**config.mk**
```make
export PLATFORM = sky130hd
export DESIGN_NAME = cpu_wb_regfile
export DESIGN_NICKNAME = d
export VERILOG_FILES = /design/src/rtl/cpu_pkg.sv /design/src/rtl/cpu_wb_fifo.sv /design/src/rtl/cpu_wb_regfile.sv
export SDC_FILE = /design/constraint.sdc
export NUM_CORES = 1
export LEC_CHECK = 0
export CAP_MARGIN = 15
export CORE_ASPECT_RATIO = 0.9
export CORE_MARGIN = 4
export CORE_UTILIZATION = 50
export CTS_CLUSTER_SIZE = 16
export DETAILED_ROUTE_END_ITERATION = 6
export GPL_ROUTABILITY_DRIVEN = 0
export PLACE_DENSITY = 0.71
export SLEW_MARGIN = 5
export SYNTH_ARGS = -nofsm -noshare
export SYNTH_HDL_FRONTEND = slang
export SYNTH_SLANG_ARGS = --single-unit
```
**constraint.sdc**
```tcl
create_clock -name clk -period 9.16 [get_ports clk]
set_clock_uncertainty 0.05 [all_clocks]
set_input_delay 1.374 -clock clk [delete_from_list [all_inputs] [get_ports clk]]
set_output_delay 1.374 -clock clk [all_outputs]
set_load 0.01 [all_outputs]
```
**src/rtl/cpu_pkg.sv**
```systemverilog
// Shared types for the 16-bit ALU datapath: widths, writeback FSM states
// and the queued writeback entry.
package cpu_pkg;

    localparam int DATA_W = 16;
    localparam int REG_AW = 4;

    typedef enum logic [1:0] {
        IDLE,
        DRAIN,
        HOLD
    } state_t;

    typedef struct packed {
        logic [REG_AW-1:0] rd;
        logic [DATA_W-1:0] data;
    } wb_entry_t;

endpackage

```
**src/rtl/cpu_wb_fifo.sv**
```systemverilog
// In-order writeback queue. Exposes every slot ordered oldest-to-youngest so
// the register file can forward from the youngest matching entry.
module cpu_wb_fifo
    import cpu_pkg::*;
#(
    parameter int QDEPTH = 4,
    localparam int PW = $clog2(QDEPTH),
    localparam int CW = PW + 1
) (
    input  logic              clk,
    input  logic              rst_n,
    input  logic              push,
    input  wb_entry_t         push_entry,
    input  logic              pop,
    input  logic              flush,
    output logic [CW-1:0]     count,
    output wb_entry_t         head_entry,
    output logic [QDEPTH-1:0] age_valid,
    output wb_entry_t         age_entry [QDEPTH]
);

    wb_entry_t         mem_reg [QDEPTH];
    logic [PW-1:0]     head_reg;
    logic [PW-1:0]     tail_reg;
    logic [CW-1:0]     count_reg;

    always_ff @(posedge clk or negedge rst_n) begin
        if (!rst_n) begin
            head_reg  <= '0;
            tail_reg  <= '0;
            count_reg <= '0;
        end else if (flush) begin
            head_reg  <= '0;
            tail_reg  <= '0;
            count_reg <= '0;
        end else begin
            if (push) begin
                tail_reg <= tail_reg + PW'(1);
            end
            if (pop) begin
                head_reg <= head_reg + PW'(1);
            end
            count_reg <= count_reg + CW'(push) - CW'(pop);
        end
    end

    // Payload storage carries no reset; slot validity comes from count_reg.
    always_ff @(posedge clk) begin
        if (push) begin
            mem_reg[tail_reg] <= push_entry;
        end
    end

    assign count      = count_reg;
    assign head_entry = mem_reg[head_reg];

    for (genvar gi = 0; gi < QDEPTH; gi++) begin : g_age
        logic [PW-1:0] idx;
        assign idx           = head_reg + PW'(gi);
        assign age_valid[gi] = (CW'(gi) < count_reg);
        assign age_entry[gi] = mem_reg[idx];
    end

endmodule

```
**src/rtl/cpu_wb_regfile.sv**
```systemverilog
// Writeback stage: queues tagged ALU results, retires one per cycle into the
// architectural register file and forwards queued values to two read ports.
module cpu_wb_regfile #(
    parameter int DATA_W = cpu_pkg::DATA_W,
    parameter int NREGS  = 16,
    parameter int QDEPTH = 4
) (
    input  logic                      clk,
    input  logic                      rst_n,
    input  logic                      wb_valid,
    output logic                      wb_ready,
    input  logic [3:0]                wb_rd,
    input  logic [DATA_W-1:0]         wb_data,
    input  logic                      wb_stall,
    input  logic                      flush,
    input  logic [3:0]                rd_addr1,
    input  logic [3:0]                rd_addr2,
    output logic [DATA_W-1:0]         rd_data1,
    output logic [DATA_W-1:0]         rd_data2,
    output logic [$clog2(QDEPTH):0]   q_count,
    output logic                      busy,
    output logic [15:0]               retired_cnt
);

    localparam int CW = $clog2(QDEPTH) + 1;

    cpu_pkg::wb_entry_t push_entry;
    cpu_pkg::wb_entry_t head_entry;
    cpu_pkg::wb_entry_t age_entry [QDEPTH];
    logic [QDEPTH-1:0]  age_valid;
    logic [CW-1:0]      count;
    logic [CW-1:0]      count_next;
    logic               accept;
    logic               retire;
    cpu_pkg::state_t    state_reg;
    logic [DATA_W-1:0]  regs_reg [NREGS];
    logic [15:0]        retired_cnt_reg;

    assign push_entry = {wb_rd, wb_data};
    assign wb_ready   = (count < CW'(QDEPTH)) && !flush;
    assign accept     = wb_valid && wb_ready;
    assign retire     = (count != '0) && !wb_stall && !flush;
    assign count_next = flush ? '0 : (count + CW'(accept) - CW'(retire));

    cpu_wb_fifo #(
        .QDEPTH(QDEPTH)
    ) u_fifo (
        .clk       (clk),
        .rst_n     (rst_n),
        .push      (accept),
        .push_entry(push_entry),
        .pop       (retire),
        .flush     (flush),
        .count     (count),
        .head_entry(head_entry),
        .age_valid (age_valid),
        .age_entry (age_entry)
    );

    always_ff @(posedge clk or negedge rst_n) begin
        if (!rst_n) begin
            for (int r = 0; r < NREGS; r++) begin
                regs_reg[r] <= '0;
            end
            retired_cnt_reg <= '0;
        end else if (retire) begin
            regs_reg[head_entry.rd] <= head_entry.data;
            retired_cnt_reg         <= retired_cnt_reg + 16'd1;
        end
    end

    always_ff @(posedge clk or negedge rst_n) begin
        if (!rst_n) begin
            state_reg <= cpu_pkg::IDLE;
        end else begin
            case (state_reg)
                cpu_pkg::IDLE: begin
                    if (accept) state_reg <= cpu_pkg::DRAIN;
                end
                cpu_pkg::DRAIN, cpu_pkg::HOLD: begin
                    if (flush || count_next == '0) state_reg <= cpu_pkg::IDLE;
                    else if (wb_stall)              state_reg <= cpu_pkg::HOLD;
                    else                            state_reg <= cpu_pkg::DRAIN;
                end
                default: state_reg <= cpu_pkg::IDLE;
            endcase
        end
    end

    // Later (younger) matching slots override earlier ones.
    for (genvar gi = 0; gi < 2; gi++) begin : g_rd
        logic [3:0]        addr;
        logic [DATA_W-1:0] data_fwd;
        assign addr = (gi == 0) ? rd_addr1 : rd_addr2;
        always_comb begin
            data_fwd = regs_reg[addr];
            for (int k = 0; k < QDEPTH; k++) begin
                if (age_valid[k] && age_entry[k].rd == addr) begin
                    data_fwd = age_entry[k].data;
                end
            end
        end
    end

    assign rd_data1    = g_rd[0].data_fwd;
    assign rd_data2    = g_rd[1].data_fwd;
    assign q_count     = count;
    assign busy        = (count != '0);
    assign retired_cnt = retired_cnt_reg;

endmodule
```
==> key figures, run 1 <==
Floorplanning
  • Initial core utilization: 51.2%
  • Core area: 39900 um^2
  • Die Footprint: 44200 um^2
  • Row count: 69
  • Height of the die: around 200 um
  • Die X: around 220 um
  • Io pins: 86

STA
  • Hold slack: 0.430 ns
  • Setup violators final: 0
  • Total negative setup slack: 0 ns
  • Slew Limit Headroom: 21.9%
  • RSZ-0062 raised after global routing: false
  • Fmax: 156 MHz
  • Count of final max-slew check failures: 0
  • Slew @ Worst Pin: 1.17 ns
  • Final WS setup: 2.73 ns
  • Fin. Hold Viols: 0
  • Final Cycle Share: around 70%
  • Tmin final: around 6.4 ns

Clock network
  • Maximum buffer depth of the clock tree: 3
  • Post-cts sizing count: 0
  • Cts-stage hold buffer count: 0
  • CTS clk-pin slew, worst paths: 0.06 ns
  • CTS tree: built
  • Skew-Pair Late Insertion Delay: roughly 0.54 ns
  • Post-CTS Setup Inserts: 0
  • CTS root buf: clkbuf_16
  • CTS H-tree lvls: 2
  • Sink Count: 359
  • Num CTS Buffers: 40

Drt
  • Routed vias: 13.3k
  • Final antenna-violating net count: 0
  • Initial detailed-routing violation count: roughly 1.4k
  • Post-DR wirelength/cell: 26.1 um
  • WL final: 53300 um
  • DR pass1 iterations: 7
  • Drt drc: 2
  • Vias per cell: ~6.5

Power
  • Power, Total: between 0.006 and 0.007 W
  • Leakage: 9.41 nW
  • P per Cell Area: 273 nW/um^2
  • Worst vdd ir: 0.135 mV

Setup path
  • Type of origin of the critical path: input port
  • CP peak stage delay: 0.62 ns
  • Slowest CP cell: buf_4
  • Worst Path Required: 7.74 ns
  • Critical path fanouts, max: 39
  • Arrival time at the worst endpoint: 5.01 ns
  • Top Family by Delay on Critical Path: buffers and inverters
  • CP Capture Type: primary output
  • Buf+Inv Stages, Crit Path: 3
  • CP Cell Sequence: buf_4 > buf_4 > mux4_2 > mux4_2 > a21boi_1 > o311ai_1 > o221ai_1 > clkdlybuf4s50_1
  • Worst setup path class: input port to primary output

Placement
  • Cell Area, Placed: 21700 um^2
  • DP Worst Slack: 2.72 ns
  • Port Buf Inserts: 85
  • Post-DP HPWL: 33800 um

Synth
  • Area leader, netlist: dfrtp_1
  • Avg Inst Size Synth: 14.2 um^2
  • Register area share after synthesis: 45.9%
  • YS warnings: 0
  • Library cells used by synthesis: 40
  • Top cell type's share of synthesized area: 34.2%
  • Mapped Area: 20400 um^2
  • Syn_nets: approximately 1.5k
  • Synth area leaders: dfrtp_1 (34%), mux4_2 (19%), mux2_2 (15%)
  • Cells after Synth: 1435
  • Synthesized flop and latch total: 359

Finish
  • Area Overhead vs Synth: 12.9%
  • N_diodes: 0
  • Post-route design area: 23100 um^2
  • Max reg flops: 256
  • Layout cell share with drive strength beyond 1: 38.6%
  • Final #Nets: ~1.5k

Global routing
  • Initial antenna violation count: 3
  • Grt total ovfl: 0
  • Global-route usage over all layers: 24.0%
  • Vias in the first global route: about 14k
  • Largest net degree at the start of global routing: 153
  • First-pass GRT wire length: 82400 um

Min path
  • Worst min-delay path class: register to register

Run status
  • Failing checks: DRC
  • Status: finished with violations

Run
  • Total of max-cap violations: 0
## synthesized netlist by cell type
master,count
o311ai_1,32
or3_1,1
nor4_2,2
nand2_1,96
o21ai_0,48
xor2_1,14
inv_1,9
and3_1,34
mux4_1,3
nor2_1,37
a21oi_1,17
mux4_2,173
dfrtp_1,279
o21a_1,2
nor4_4,2
buf_2,45
nand4_1,6
and2_1,4
nor2_2,3
edfxtp_1,80
o31ai_1,1
nand2b_1,7
mux2_1,25
nand3_1,8
clkbuf_1,60
nor3b_2,1
xnor2_1,31
nor3_1,4
mux2i_1,36
xor2_2,2
buf_1,10
o221ai_1,32
fa_1,1
nor2b_1,7
mux2_2,264
nor3_2,1
nand3b_1,2
buf_6,15
a21boi_1,32
ha_1,9
## power by group
part           internal [W]  switching [W]
Combinational       0.00124        0.00102
Sequential          0.00208       0.000371
Clock              0.000933       0.000659
## layout by cell type, fill, tap and decap left out, types with 4 or more instances in the layout
cell type | netlist | final
mux2i_1 | 36 | 36
o21ai_0 | 48 | 48
o221ai_1 | 32 | 32
inv_1 | 9 | 8
edfxtp_1 | 80 | 80
nand4_1 | 6 | 6
nor2b_1 | 7 | 6
a21boi_1 | 32 | 32
and3_1 | 34 | 34
clkdlybuf4s50_1 | 0 | 78
nor2_2 | 3 | 9
xnor2_1 | 31 | 29
mux2_1 | 25 | 25
ha_1 | 9 | 9
nor4_4 | 2 | 4
o311ai_1 | 32 | 32
buf_4 | 0 | 51
mux2_2 | 264 | 264
xor2_1 | 14 | 14
nor2_1 | 37 | 31
dfrtp_1 | 279 | 277
clkinv_2 | 0 | 10
clkbuf_16 | 0 | 40
clkbuf_8 | 0 | 8
clkbuf_1 | 60 | 8
nand2b_1 | 7 | 7
nand3_1 | 8 | 8
and2_1 | 4 | 4
mux4_2 | 173 | 173
nand2_1 | 96 | 96
a21oi_1 | 17 | 15
## per-layer routing
layer	global-route usage, %	share of wire, %	vias up
met5	0	0	-
met4	6.17	2.3	0
met3	6.08	8.8	99
met2	38.5	46	601
met1	33.4	42	6953
li1	-	-	5685
## worst reg2reg max path, delay by kind of cell, from the launching register on
kind / cells / cell delay, ns
flops: 1 / 0.65
simple gates: 2 / 0.93
buf+inv: 2 / 0.95
mux: 2 / 0.90
## worst paths after layout
kind,from,endpoint,slack (ns),cells after the start
max in group asynchronous,rst_n,regs_reg[227],6.77,2
min in group asynchronous,rst_n,retired_cnt[14],0.83,1
hold / removal,retired_cnt[15],retired_cnt[15],0.43,1
setup reg to reg,u_fifo.head_reg[1],regs_reg[159],5.57,6
setup / recovery,rd_addr2[0],rd_data2[0],2.73,8
hold reg to reg,retired_cnt[15],retired_cnt[15],0.43,1
## layout make-up
class / instances / area [um^2]
clock inverters: 17 / 170
inverters: 9 / 33.8
well taps: 532 / 666
clock buffers: 56 / 1140
fillers: 3130 / 16800
flip-flops and latches: 359 / 9390
multi-input cells: 937 / 10400
repair buffers: 134 / 1210
## per-stage QoR
step	utilization, %	cells
CTS	57.7	2041
detailed placement	54.4	1968
global route	57.8	2044
global placement	54.4	1967
floorplan	-	1435
finish	57.8	2044
## cell families after synthesis
| family | after synthesis | share of synthesized area, % |
|---|---|---|
| muxes | 501 | 37.2 |
| DFF | 359 | 45.9 |
| and+or+nand+nor | 215 | 5.15 |
| AOI/OAI and AO/OA | 164 | 5.62 |
| buffers and inverters | 139 | 3.38 |
| xor gates and xnor gates | 47 | 2.09 |
| adders and majority gates | 10 | 0.649 |
(Power assumes the default switching activity.)
==> inputs of run 2 (changes only) <==
==> constraint.sdc (replaced) <==
create_clock -name clk -period 6.2 [get_ports clk]
set_clock_uncertainty 0.05 [all_clocks]
set_input_delay 0.93 -clock clk [delete_from_list [all_inputs] [get_ports clk]]
set_output_delay 0.93 -clock clk [all_outputs]
set_load 0.01 [all_outputs]
==> key figures, run 2 (synthesized netlist as in run 1, its figures left out) <==
Run status
  • Status: completed

Finish
  • Layout cell share with drive strength beyond 1: 39.0%
  • Post-route design area: 23200 um^2
  • Fill cell count: just over 3k
  • Max reg flops: 256
  • Layout Utilization: 58.2%
  • Area Overhead vs Synth: 13.7%
  • Commonest non-fill, non-tap cell in the layout: dfrtp_1
  • Most frequent cells in the layout: dfrtp_1 (277), mux2_2 (264), mux4_2 (173)
  • Final #Nets: 1533
  • Layout Cells excl Fill: 2054

Clock network
  • CTS clk-pin slew, worst paths: 0.06 ns
  • Skew-Pair Late Insertion Delay: 0.54 ns
  • Maximum buffer depth of the clock tree: 3
  • Sink Count: 359
  • Num CTS Buffers: 40
  • Post-cts sizing count: 0
  • CTS H-tree lvls: 2
  • CTS tree: built
  • CTS root buf: clkbuf_16
  • Post-CTS Setup Inserts: 0
  • Cts-stage hold buffer count: 0

Setup path
  • CP Cell Sequence: buf_4 > mux4_2 > xor2_1 > nor4_4 > buf_4 > a21boi_1 > o311ai_1 > o221ai_1 > clkdlybuf4s50_1
  • Crit-path most repeated cell: buf_4
  • Buf+Inv Stages, Crit Path: 3
  • Type of origin of the critical path: register
  • Reg2Reg Depth: 6
  • Top Family by Delay on Critical Path: buffers and inverters
  • Critical path fanouts, max: between 60 and 70
  • CP Capture Type: primary output
  • Worst setup path class: register to primary output
  • Arrival time at the worst endpoint: 4.49 ns
  • Stages on worst setup path: 9
  • Slowest CP cell: dfrtp_2
  • CP peak stage delay: 0.60 ns
  • Worst Path Required: ~5.2 ns

Drt
  • Final antenna-violating net count: 0
  • Vias per cell: 6.54
  • Initial detailed-routing violation count: 1229
  • WL final: 54500 um
  • Drt drc: 0
  • Routed vias: approximately 13k
  • DR pass1 iterations: 7
  • Post-DR wirelength/cell: 26.5 um

Placement
  • Placed insts: 1980
  • Post-DP HPWL: 34200 um
  • Port Buf Inserts: 85
  • Cell Area, Placed: ~22000 um^2

Min path
  • Worst min-delay path class: input port to async pin

Floorplanning
  • Die Footprint: 44200 um^2
  • Row count: a little under 70
  • Die X: about 220 um
  • Initial core utilization: 51.2%
  • Io pins: 86
  • Core area: 39900 um^2
  • Height of the die: 200 um

STA
  • RSZ-0062 raised after global routing: false
  • Setup violators final: 0
  • Count of final max-slew check failures: 0
  • Fmax: 183 MHz
  • Total negative setup slack: 0 ns
  • Tmin final: 5.47 ns
  • Final Cycle Share: between 80 and 90%
  • Hold slack: 0.295 ns
  • Slew Limit Headroom: 30.3%
  • Slew @ Worst Pin: 1.04 ns
  • Fin. Hold Viols: 0

Global routing
  • Vias in the first global route: roughly 14k
  • Grt total ovfl: 0
  • Global-route usage over all layers: between 20 and 25%
  • Largest net degree at the start of global routing: between 100 and 150
  • Initial antenna violation count: 1
  • First-pass GRT wire length: 85200 um

Power
  • Worst vdd ir: 0.320 mV
  • P per Cell Area: 407 nW/um^2
  • Leakage: ~9.5 nW

Run
  • Total of max-cap violations: 0
run 2: cell count changes in the layout (fill, tap and decap cells not counted), moves of 3 or more:
cell,delta
buf_4,+7
clkbuf_16,+5
clkinv_2,-4
nor2_2,-4
nor2_4,+4
clkbuf_1,-3
run 2: final timing paths:
check	from	end	slack, ns
max	u_fifo.head_reg[1]	rd_data2[5]	0.73
min	rst_n	regs_reg[236]	0.30
max reg2reg	u_fifo.head_reg[1]	regs_reg[18]	2.62
min reg2reg	retired_cnt[15]	retired_cnt[15]	0.44
max in group asynchronous	rst_n	regs_reg[40]	4.51
min in group clk	retired_cnt[15]	retired_cnt[15]	0.44
run 2: cell type report:
| class | count | area, um^2 | share of cell area [%] |
|---|---|---|---|
| diodes | 2 | 5.00 | 0.0215 |
| clock buffers | 59 | 1270 | 5.46 |
| clock inverters | 13 | 129 | 0.555 |
| inverters | 9 | 33.8 | 0.145 |
| multi-input cells | 937 | 10400 | 44.9 |
| flip-flops and latches | 359 | 9390 | 40.4 |
| well taps | 532 | 666 | 2.87 |
| repair buffers | 143 | 1310 | 5.62 |
run 2: worst register-to-register path, cell delays in order, from the launching register on:
cell and delay [ns]:
dfrtp_2 0.60, buf_4 0.59, mux4_2 0.56, nand2b_1 0.30, nor2_2 0.61, buf_4 0.38
mux2_2 0.37
run 2: power breakdown:
| part | leakage (nW) | internal [W] | switching, W |
|---|---|---|---|
| Sequential | 4.48 | 0.00307 | 0.000539 |
| Clock | 0.691 | 0.00151 | 0.000980 |
| Combinational | 4.34 | 0.00184 | 0.00153 |
run 2: per-stage QoR:
stage / setup slack (ns) / power [W]
floorplan: 2.16 / 0.00579
global placement: 0.992 / 0.00683
detailed placement: 0.950 / 0.00695
CTS: 0.767 / 0.00945
global route: 0.499 / 0.00989
finish: 0.730 / 0.00945
run 2: metal layers:
metal | GRT usage [%] | wire [um]
met5 | 0 | 0
met3 | 4.28 | 4210
met1 | 34.8 | 22900
met4 | 6.68 | 1310
met2 | 40.6 | 26100
